<file path="src/rtl/alu_arbiter.sv">
// Two-requester front end for one shared combinational ALU: arbitrates, registers the
// winner's operands, drives the ALU for one cycle and holds each result until it is acknowledged.
module alu_arbiter #(
  parameter bit FIXED_PRIO = 1'b0
) (
  input  logic        CLK,
  input  logic        nRST,
  input  logic        req0,
  input  logic [31:0] a0,
  input  logic [31:0] b0,
  input  logic [3:0]  op0,
  output logic        gnt0,
  output logic        rvalid0,
  output logic [31:0] res0,
  output logic [2:0]  flags0,
  input  logic        rack0,
  input  logic        req1,
  input  logic [31:0] a1,
  input  logic [31:0] b1,
  input  logic [3:0]  op1,
  output logic        gnt1,
  output logic        rvalid1,
  output logic [31:0] res1,
  output logic [2:0]  flags1,
  input  logic        rack1,
  output logic        busy,
  output logic [31:0] alu_a,
  output logic [31:0] alu_b,
  output logic [3:0]  alu_op,
  input  logic [31:0] alu_res,
  input  logic [2:0]  alu_flags
);

  typedef enum logic [1:0] {IDLE, EXEC, RESP} state_t;

  state_t      state_q, state_d;
  logic        owner_q;
  logic        last_owner_q;
  logic        win;
  logic [1:0]  req_v, rack_v, gnt_v;
  logic [1:0]  rvalid_q;
  logic [31:0] alu_a_q, alu_b_q;
  logic [3:0]  alu_op_q;
  logic [31:0] res0_q, res1_q;
  logic [2:0]  flags0_q, flags1_q;

  assign req_v  = {req1, req0};
  assign rack_v = {rack1, rack0};

  // NOTE: every signal written here gets a default first, so no path can infer a latch.
  always_comb begin
    state_d = state_q;
    gnt_v   = 2'b00;
    win     = 1'b0;
    case (state_q)
      IDLE: begin
        // A tie goes to requester 0 under fixed priority, else to whoever was not served last.
        win = req_v[1] & (~req_v[0] | (~FIXED_PRIO & ~last_owner_q));
        if (|req_v) begin
          gnt_v   = win ? 2'b10 : 2'b01;
          state_d = EXEC;
        end
      end
      EXEC:    state_d = RESP;
      RESP:    if (rack_v[owner_q]) state_d = IDLE;
      default: state_d = IDLE;
    endcase
  end

  // NOTE: sequential state uses non-blocking assignments so every register samples pre-edge values.
  always_ff @(posedge CLK or negedge nRST) begin
    if (!nRST) state_q <= IDLE;
    else       state_q <= state_d;
  end

  always_ff @(posedge CLK or negedge nRST) begin
    if (!nRST) begin
      owner_q      <= 1'b0;
      last_owner_q <= 1'b1;
      rvalid_q     <= 2'b00;
      alu_a_q      <= '0;
      alu_b_q      <= '0;
      alu_op_q     <= 4'h0;
      res0_q       <= '0;
      res1_q       <= '0;
      flags0_q     <= '0;
      flags1_q     <= '0;
    end else begin
      case (state_q)
        IDLE: begin
          if (|req_v) begin
            alu_a_q      <= win ? a1  : a0;
            alu_b_q      <= win ? b1  : b0;
            alu_op_q     <= win ? op1 : op0;
            owner_q      <= win;
            last_owner_q <= win;
          end
        end
        EXEC: begin
          if (owner_q) begin
            res1_q   <= alu_res;
            flags1_q <= alu_flags;
          end else begin
            res0_q   <= alu_res;
            flags0_q <= alu_flags;
          end
          rvalid_q[owner_q] <= 1'b1;
        end
        RESP: begin
          if (rack_v[owner_q]) rvalid_q[owner_q] <= 1'b0;
        end
        default: ;
      endcase
    end
  end

  assign gnt0    = gnt_v[0];
  assign gnt1    = gnt_v[1];
  assign rvalid0 = rvalid_q[0];
  assign rvalid1 = rvalid_q[1];
  assign res0    = res0_q;
  assign res1    = res1_q;
  assign flags0  = flags0_q;
  assign flags1  = flags1_q;
  assign busy    = (state_q != IDLE);
  assign alu_a   = alu_a_q;
  assign alu_b   = alu_b_q;
  assign alu_op  = alu_op_q;

endmodule

</file>
<file path="config.mk">
export PLATFORM = sky130hd
export DESIGN_NAME = alu_arbiter
export DESIGN_NICKNAME = d
export VERILOG_FILES = /design/src/rtl/alu_arbiter.sv
export SDC_FILE = /design/constraint.sdc
export NUM_CORES = 1
export LEC_CHECK = 0
export BUFFER_PORTS_ARGS = -buffer_cell sky130_fd_sc_hd__buf_2
export CAP_MARGIN = 0
export CORE_ASPECT_RATIO = 2
export CORE_MARGIN = 2
export CORE_UTILIZATION = 47
export CTS_BUF_LIST = sky130_fd_sc_hd__clkbuf_16
export DETAILED_ROUTE_END_ITERATION = 7
export GPL_ROUTABILITY_DRIVEN = 0
export PLACE_DENSITY = 0.83
export SLEW_MARGIN = 25
export SYNTH_ARGS = -nofsm -noshare
export SYNTH_HDL_FRONTEND = slang
export SYNTH_SLANG_ARGS = --single-unit
</file>
<file path="constraint.sdc">
create_clock -name CLK -period 1.85 [get_ports CLK]
set_input_delay 0.185 -clock CLK [delete_from_list [all_inputs] [get_ports CLK]]
set_output_delay 0.185 -clock CLK [all_outputs]
set_load 0.02 [all_outputs]
</file>
==> results of run 1 <==
registers in the layout (all words and copies together), names as in the netlist, named ones only:
| name | count |
|---|---|
| res0 | 32 |
| alu_op | 4 |
| res1 | 32 |
| flags0 | 3 |
| owner_q | 1 |
| flags1 | 3 |
| alu_a | 32 |
| last_owner_q | 1 |
| alu_b | 32 |
| state_q | 2 |
what timing repair did:
item / 4_1_cts / 5_1_grt
hold buffers: 26 / 0
endpoints found under the setup margin: 2 / 3
pin swaps: 0 / 2
hold endpoints to repair: 179 / 0
resized for setup: 3 / 4
cell type report:
| type | count | share of cell area, % |
|---|---|---|
| tap | 192 | 2.54 |
| clock inverter | 15 | 1.80 |
| sequential | 144 | 38.2 |
| timing repair buffer | 369 | 22.7 |
| antenna | 2 | 0.0529 |
| inverter | 24 | 0.953 |
| multi-input combinational | 299 | 29.3 |
| clock buffer | 17 | 4.50 |
cell usage in the layout (no fill, tap or decap), types with 2 or more instances in the layout:
master	n
a21oi_1	51
dfrtp_2	2
buf_6	2
o221ai_2	19
buf_4	15
diode_2	2
nor2_1	4
inv_6	3
dfrtp_1	141
inv_1	26
bufinv_16	3
nor2_4	2
clkinvlp_4	4
mux2_1	13
a32oi_1	47
clkbuf_16	17
o221ai_1	2
buf_12	8
nand2b_4	2
buf_2	318
dlygate4sd3_1	26
o2bb2ai_1	17
nand3_1	43
o2bb2ai_2	30
mux2_2	57
per-stage QoR:
| step | std cells | setup TNS (ns) |
|---|---|---|
| 2_1_floorplan | 525 | 0 |
| 3_3_place_gp | 1002 | 0 |
| 3_5_place_dp | 1002 | 0 |
| 4_1_cts | 1060 | 0 |
| 5_1_grt | 1062 | -0.00827 |
| 6_report | 1062 | 0 |
cell families (layout without fill, tap and decap cells):
logic type,count (synthesis),count (layout)
buffers and inverters,82,425
muxes,70,70
other,0,2
AOI/OAI and AO/OA,171,171
DFF,144,144
and+or+nand+nor,58,58
routing by layer:
metal,up-vias,GRT usage [%],routed length (µm)
li1,2662,-,-
met1,2964,30.8,7270
met2,337,45.6,11200
met3,63,5.67,1340
met4,0,13.6,952
met5,-,0,0
worst register-to-register path: cells and delay by family, from the launching register on:
family | cells | cell delay [ns]
flops | 1 | 0.49
compound gates | 2 | 0.43
buf+inv | 1 | 0.43
simple gates | 1 | 0.25
power by group:
part	internal [W]	total [W]	leakage, nW	switching, W
clock	0.00211	0.00348	0.288	0.00136
sequential	0.00480	0.00583	1.72	0.00103
combinational	0.00376	0.00927	2.39	0.00551
final timing paths:
path	end	depth (start not counted)	slack, ns
worst max-delay path	gnt1	3	0.08
worst min-delay path	res0[31]	2	0.02
worst max register to register	alu_b[6]	4	0.18
worst min register to register	res0[17]	1	0.48
max in group asynchronous	res1[23]	3	1.04
min in group asynchronous	alu_a[5]	2	0.21
==> qor.log, run 1 <==
[layout] total area of sequential cells 0.00361 mm²
[sta] RSZ-0062 raised after global routing yes
[global_route] pin count of the biggest net entering global routing 69
[critical_path] slowest cell on the critical path dfrtp_2
[critical_path] startpoint of the worst-slack reg-to-reg timing path state_q[1]
[power_and_ir_drop] static power due to leakage 4.40 nW
[yosys] Synth Instances 525
[sta] Max-slew headroom 62.1%
[global_route] first-pass GRT wire length 32200 µm
[clocking] TritonCTS sink count 144
[sta] worst setup margin 0.0846 ns
[drt] detailed-route wire length per cell 19.5 µm
[die] I/O pin total 320
[critical_path] type of the setup path with the least slack reg -> out
[critical_path] delay-heaviest family, CP flip-flops
[layout] fillers 1102
[clocking] Clock Path Buffers 2
[clocking] Post CTS Setup Buffer Count 0
[layout] Non-Filler Cell Area, Final 0.00945 mm²
[yosys] Net Count, Synth 702
[drt] detailed-route DRC error count 0
[global_route] initial antenna violation count 3
[yosys] Yosys top cell area share 52.3%
[min_path] startpoint of the tightest hold check path alu_res[31]
[power_and_ir_drop] Max IR drop VDD 0.00123 V
[drt] Starting DRT DRC Count 311
[yosys] share of cell area taken by muxes after synthesis 11.5%
[yosys] simple-gate portion of the synthesized area 4.95%
[yosys] Synth top cells by count dfrtp_1 (143), mux2_2 (57), a21oi_1 (51), a32oi_1 (47), nand3_1 (43)
[critical_path] Crit. End Element output pin
[drt] number of routed nets with antenna violations 0
[yosys] Post-synth EDFFs 0
[yosys] syn avg cell area 13.0 µm²
[sta] Worst Clk Skew 0.00481 ns
[critical_path] critical path startpoint category register
[critical_path] worst endpoint required time 1.66 ns
[outcome] result of the run finished clean
[critical_path] crit path cell chain a211oi_4 > and2_4 > buf_2
[yosys] ys async rst share 100%
[clocking] number of clock buffers inserted by TritonCTS 17
[die] floorplan core area 0.0143 mm²
[yosys] top_reg_cell synth dfrtp_1
[drt] vias per std cell 5.67
[min_path] class of the tightest hold or removal check in -> reg
[clocking] worst skew pair latency 0.42 ns
[layout] multi-input combinational cell area 0.00277 mm²
[place] PortBufs 319
[die] die width 89.3 µm
[yosys] number of synthesized register bits 144
[sta] Fmax 566 MHz
[layout] Post-Route Utilization 66.2%
[yosys] post-synth cell types 36
[layout] fraction of layout cells with a size suffix above 1 56.7%
[critical_path] data arrival time of the worst path 1.58 ns
[global_route] overall track demand over capacity in global routing 26.8%
[yosys] Adder-Cell Fraction of Synth Area 0%
[power_and_ir_drop] Design Power 0.0186 W
[yosys] post-synthesis sequential area ratio 52.7%
[drt] 1st-pass router iterations 5
[global_route] overflow left after global routing 0
[die] effective utilization at floorplan 48.0%
[sta] Hold Fails Final Rpt 0
[yosys] cell type with the largest total area after synthesis dfrtp_1
[place] instance area at placement 0.00857 mm²
[sta] time the worst path needs with I/O delays and setup 1.77 ns
[yosys] dominant combinational cell family by area after synthesis compound AO/OA/AOI/OAI gates
[critical_path] sum of buffers and inverters on the critical path 1
[sta] worst hold margin 0.0156 ns
[clocking] TritonCTS clock tree built
[sta] max-slew violation count 0
[clocking] clock tree root driver cell clkbuf_16
[global_route] via count of the first global-routing pass 6203
[yosys] share of the synthesized area in compound gates (AO/OA/AOI/OAI) 23.7%
[clocking] clock-pin slew of the registers on the worst-case setup and hold paths 0.06 ns
[yosys] ranking of synthesized cells by area dfrtp_1 (52%), mux2_2 (9.4%), o2bb2ai_2 (6.6%), a32oi_1 (6.0%), o221ai_2 (4.2%)
[critical_path] maximum fanout count along the critical path 6
[yosys] cell area after synthesis 0.00685 mm²
[sta] slew of the pin with the lowest slew margin 0.567 ns
[critical_path] Crit. Startpoint state_q[0]
[layout] area growth from synthesis to layout 38.1%
[flow_run] max-capacitance violation count 0
[yosys] post-synthesis xor/xnor area fraction 0%
[power_and_ir_drop] Power Dens Cells 1960 mW/mm²
[drt] Total Routed Length 20700 µm
[sta] endpoints failing setup 0
[sta] fraction of the cycle the final worst path needs 95.4%
[yosys] most repeated cell in the gate-level netlist after synthesis dfrtp_1
[die] Cell Rows 62
[yosys] total number of yosys warnings 0
[layout] Final nets 1032
[die] overall die height 175 µm
[drt] DR vias 6026
[place] post-detailed-placement half-perimeter wirelength 14400 µm
[place] worst slack after detailed placement 0.185 ns
[critical_path] Max stage delay on crit path 0.47 ns
[die] Die Area 0.0156 mm²
[clocking] deepest level of the CTS H-tree 4
(Power assumes the default switching activity.)
==> inputs of run 2 (changes only) <==
--- a/config.mk
+++ b/config.mk
@@ -13,6 +13,7 @@
 export CTS_BUF_LIST = sky130_fd_sc_hd__clkbuf_16
 export DETAILED_ROUTE_END_ITERATION = 7
 export GPL_ROUTABILITY_DRIVEN = 0
+export HOLD_SLACK_MARGIN = 0.12
 export PLACE_DENSITY = 0.83
 export SLEW_MARGIN = 25
 export SYNTH_ARGS = -nofsm -noshare
==> qor.log, run 2 (synthesized netlist as in run 1, its figures left out) <==
[sta] endpoints failing setup 0 [unchanged]
[die] Cell Rows 62 [unchanged]
[outcome] result of the run finished clean
[sta] Hold Fails Final Rpt 0 [unchanged]
[clocking] clock tree root driver cell clkbuf_16
[critical_path] crit path cell chain a211oi_4 > and2_4 > buf_2
[critical_path] cell depth of the worst flop-to-flop path 5 [+1]
[sta] accumulated negative setup slack 0 ns [unchanged]
[drt] DR vias 6996 [+16%]
[clocking] clock-pin slew of the registers on the worst-case setup and hold paths 0.06 ns [about the same]
[layout] Final nets 1181 [+14%]
[drt] detailed-route wire length per cell 21.8 µm [+12%]
[drt] number of routed nets with antenna violations 0 [unchanged]
[power_and_ir_drop] Max IR drop VDD 0.00126 V [+1.8%]
[sta] RSZ-0062 raised after global routing no
[sta] fraction of the cycle the final worst path needs 96.4% [+0.97 points]
[min_path] Min-Delay Path Depth 3 [+1]
[critical_path] Crit. End Element output pin
[power_and_ir_drop] internal power consumption 0.0109 W [+2.4%]
[global_route] pin count of the biggest net entering global routing 69 [unchanged]
[global_route] initial antenna violation count 3 [unchanged]
[global_route] via count of the first global-routing pass 7549 [+22%]
[critical_path] data arrival time of the worst path 1.60 ns [+0.02 ns]
[critical_path] delay-heaviest family, CP flip-flops
[layout] most common cell after layout, fill and taps aside buf_2
[die] die width 89.3 µm [unchanged]
[power_and_ir_drop] fraction of power spent switching nets 43.7% [+1.1 points]
[drt] Starting DRT DRC Count 456 [+47%]
[drt] 1st-pass router iterations 5 [unchanged]
[power_and_ir_drop] Design Power 0.0194 W [+4.5%]
[drt] detailed-route DRC error count 0 [unchanged]
[die] overall die height 175 µm [unchanged]
[die] floorplan core area 0.0143 mm² [unchanged]
[critical_path] Max stage delay on crit path 0.46 ns [about the same]
[clocking] TritonCTS sink count 144 [unchanged]
[power_and_ir_drop] clock network fraction of total power 18.2% [-0.5 points]
[sta] max-slew violation count 0 [unchanged]
[clocking] number of clock buffers inserted by TritonCTS 17 [unchanged]
[place] post-detailed-placement half-perimeter wirelength 14400 µm [unchanged]
[layout] fraction of layout cells with a size suffix above 1 48.6% [-8.1 points]
[clocking] Clock Path Buffers 2 [unchanged]
[layout] area growth from synthesis to layout 59.8%
[flow_run] max-capacitance violation count 0 [unchanged]
[critical_path] reg-to-reg setup timing slack 0.13 ns [-0.05 ns]
[global_route] first-pass GRT wire length 40300 µm [+25%]
[place] PortBufs 319 [unchanged]
[critical_path] slowest cell on the critical path dfrtp_2
[critical_path] maximum fanout count along the critical path 6 [unchanged]
[sta] time the worst path needs with I/O delays and setup 1.78 ns [+0.0180 ns]
[power_and_ir_drop] sequential group share of total power 30.6% [-0.8 points]
[critical_path] CP Depth 3 [unchanged]
[layout] Post-Route Utilization 76.7% [+10 points]
[sta] slew of the pin with the lowest slew margin 0.587 ns [+0.0198 ns]
[clocking] TritonCTS clock tree built
[die] I/O pin total 320 [unchanged]
[power_and_ir_drop] combinational fraction of design power 51.2% [+1.3 points]
[drt] vias per std cell 5.77 [+1.7%]
[critical_path] sum of buffers and inverters on the critical path 1 [unchanged]
[critical_path] critical path startpoint category register
[sta] Worst Clk Skew 0.00893 ns [+0.00412 ns]
[global_route] overflow left after global routing 0 [unchanged]
[power_and_ir_drop] Power Dens Cells 1770 mW/mm² [-9.7%]
[critical_path] type of the setup path with the least slack reg -> out
[clocking] worst skew pair latency 0.43 ns [about the same]
[critical_path] worst endpoint required time 1.66 ns [about the same]
[power_and_ir_drop] static power due to leakage 5.02 nW [+14%]
[clocking] deepest level of the CTS H-tree 4 [unchanged]
[die] effective utilization at floorplan 48.0% [unchanged]
[min_path] class of the tightest hold or removal check in -> reg
[drt] Total Routed Length 26400 µm [+27%]
[die] Die Area 0.0156 mm² [unchanged]
[global_route] overall track demand over capacity in global routing 34.1% [+7.3 points]
[power_and_ir_drop] switching power 0.00848 W [+7.3%]
[sta] Max-slew headroom 60.8% [-1.3 points]
[layout] leading cell types in the layout, fill and taps excluded buf_2 (318), dlygate4sd3_1 (173), dfrtp_1 (141)
[sta] Fmax 561 MHz [-1.0%]
==> run 2: cell count changes in the layout (fill, tap and decap cells not counted), sizes merged <==
cell | before | now
dlygate4sd3 | 26 | 173
buf | 343 | 345
diode | 2 | 3
==> run 2: tightest hold or removal path, stage by stage <==
cell and delay, ns:
buf_2 0.09, a32oi_1 0.13, o2bb2ai_2 0.13
==> run 2: path summary, 6_finish.rpt <==
path / from / end
min in group asynchronous: nRST / alu_a[27]
worst max register to register: state_q[1] / alu_b[24]
worst min-delay path: b1[6] / alu_b[6]
worst max-delay path: state_q[0] / gnt1
worst min register to register: res0[17] / res0[17]
max in group asynchronous: nRST / res0[25]
==> run 2: routing by layer <==
metal	track usage, %	routed length [µm]	up-vias
met3	7.89	1780	126
met5	0	0	-
met1	36.9	8860	3430
met2	57.9	14000	479
met4	20.9	1700	0
li1	-	-	2961
==> run 2: power by group through the flow <==
stage	Clock, W	Sequential [W]	Combinational, W
after floorplan	0	0.00759	0.00455
after global placement	0	0.00574	0.00898
after detailed placement	0	0.00578	0.00921
after CTS	0.00354	0.00579	0.00953
after global routing	0.00368	0.00610	0.0104
final	0.00354	0.00594	0.00992
==> run 2: final cells by class <==
cell class	instances	area (µm²)
timing repair buffer	518	3630
fill	815	3330
sequential	144	3610
inverter	24	90.1
tap	192	240
antenna	3	7.51
clock buffer	17	425
clock inverter	15	170
multi-input combinational	299	2770
==> run 2: repair_timing <==
action                                  CTS  global route
hold endpoints to repair                283             0
endpoints found under the setup margin    2             3
pin swaps                                 0             2
resized for setup                         3             4
hold buffers                            173             0
buffers inserted                          0             2
==> run 2: per-stage QoR <==
step | std cells | hold WS [ns] | setup WS [ns] | instance area, µm²
after floorplan | 525 | -0.111 | 0.395 | 6850
after global placement | 1002 | 0.0681 | 0.239 | 8570
after detailed placement | 1002 | 0.0675 | 0.185 | 8570
after CTS | 1207 | 0.123 | 0.00271 | 10900
after global routing | 1211 | 0.135 | 0.00310 | 10900
final | 1212 | 0.150 | 0.0667 | 10900
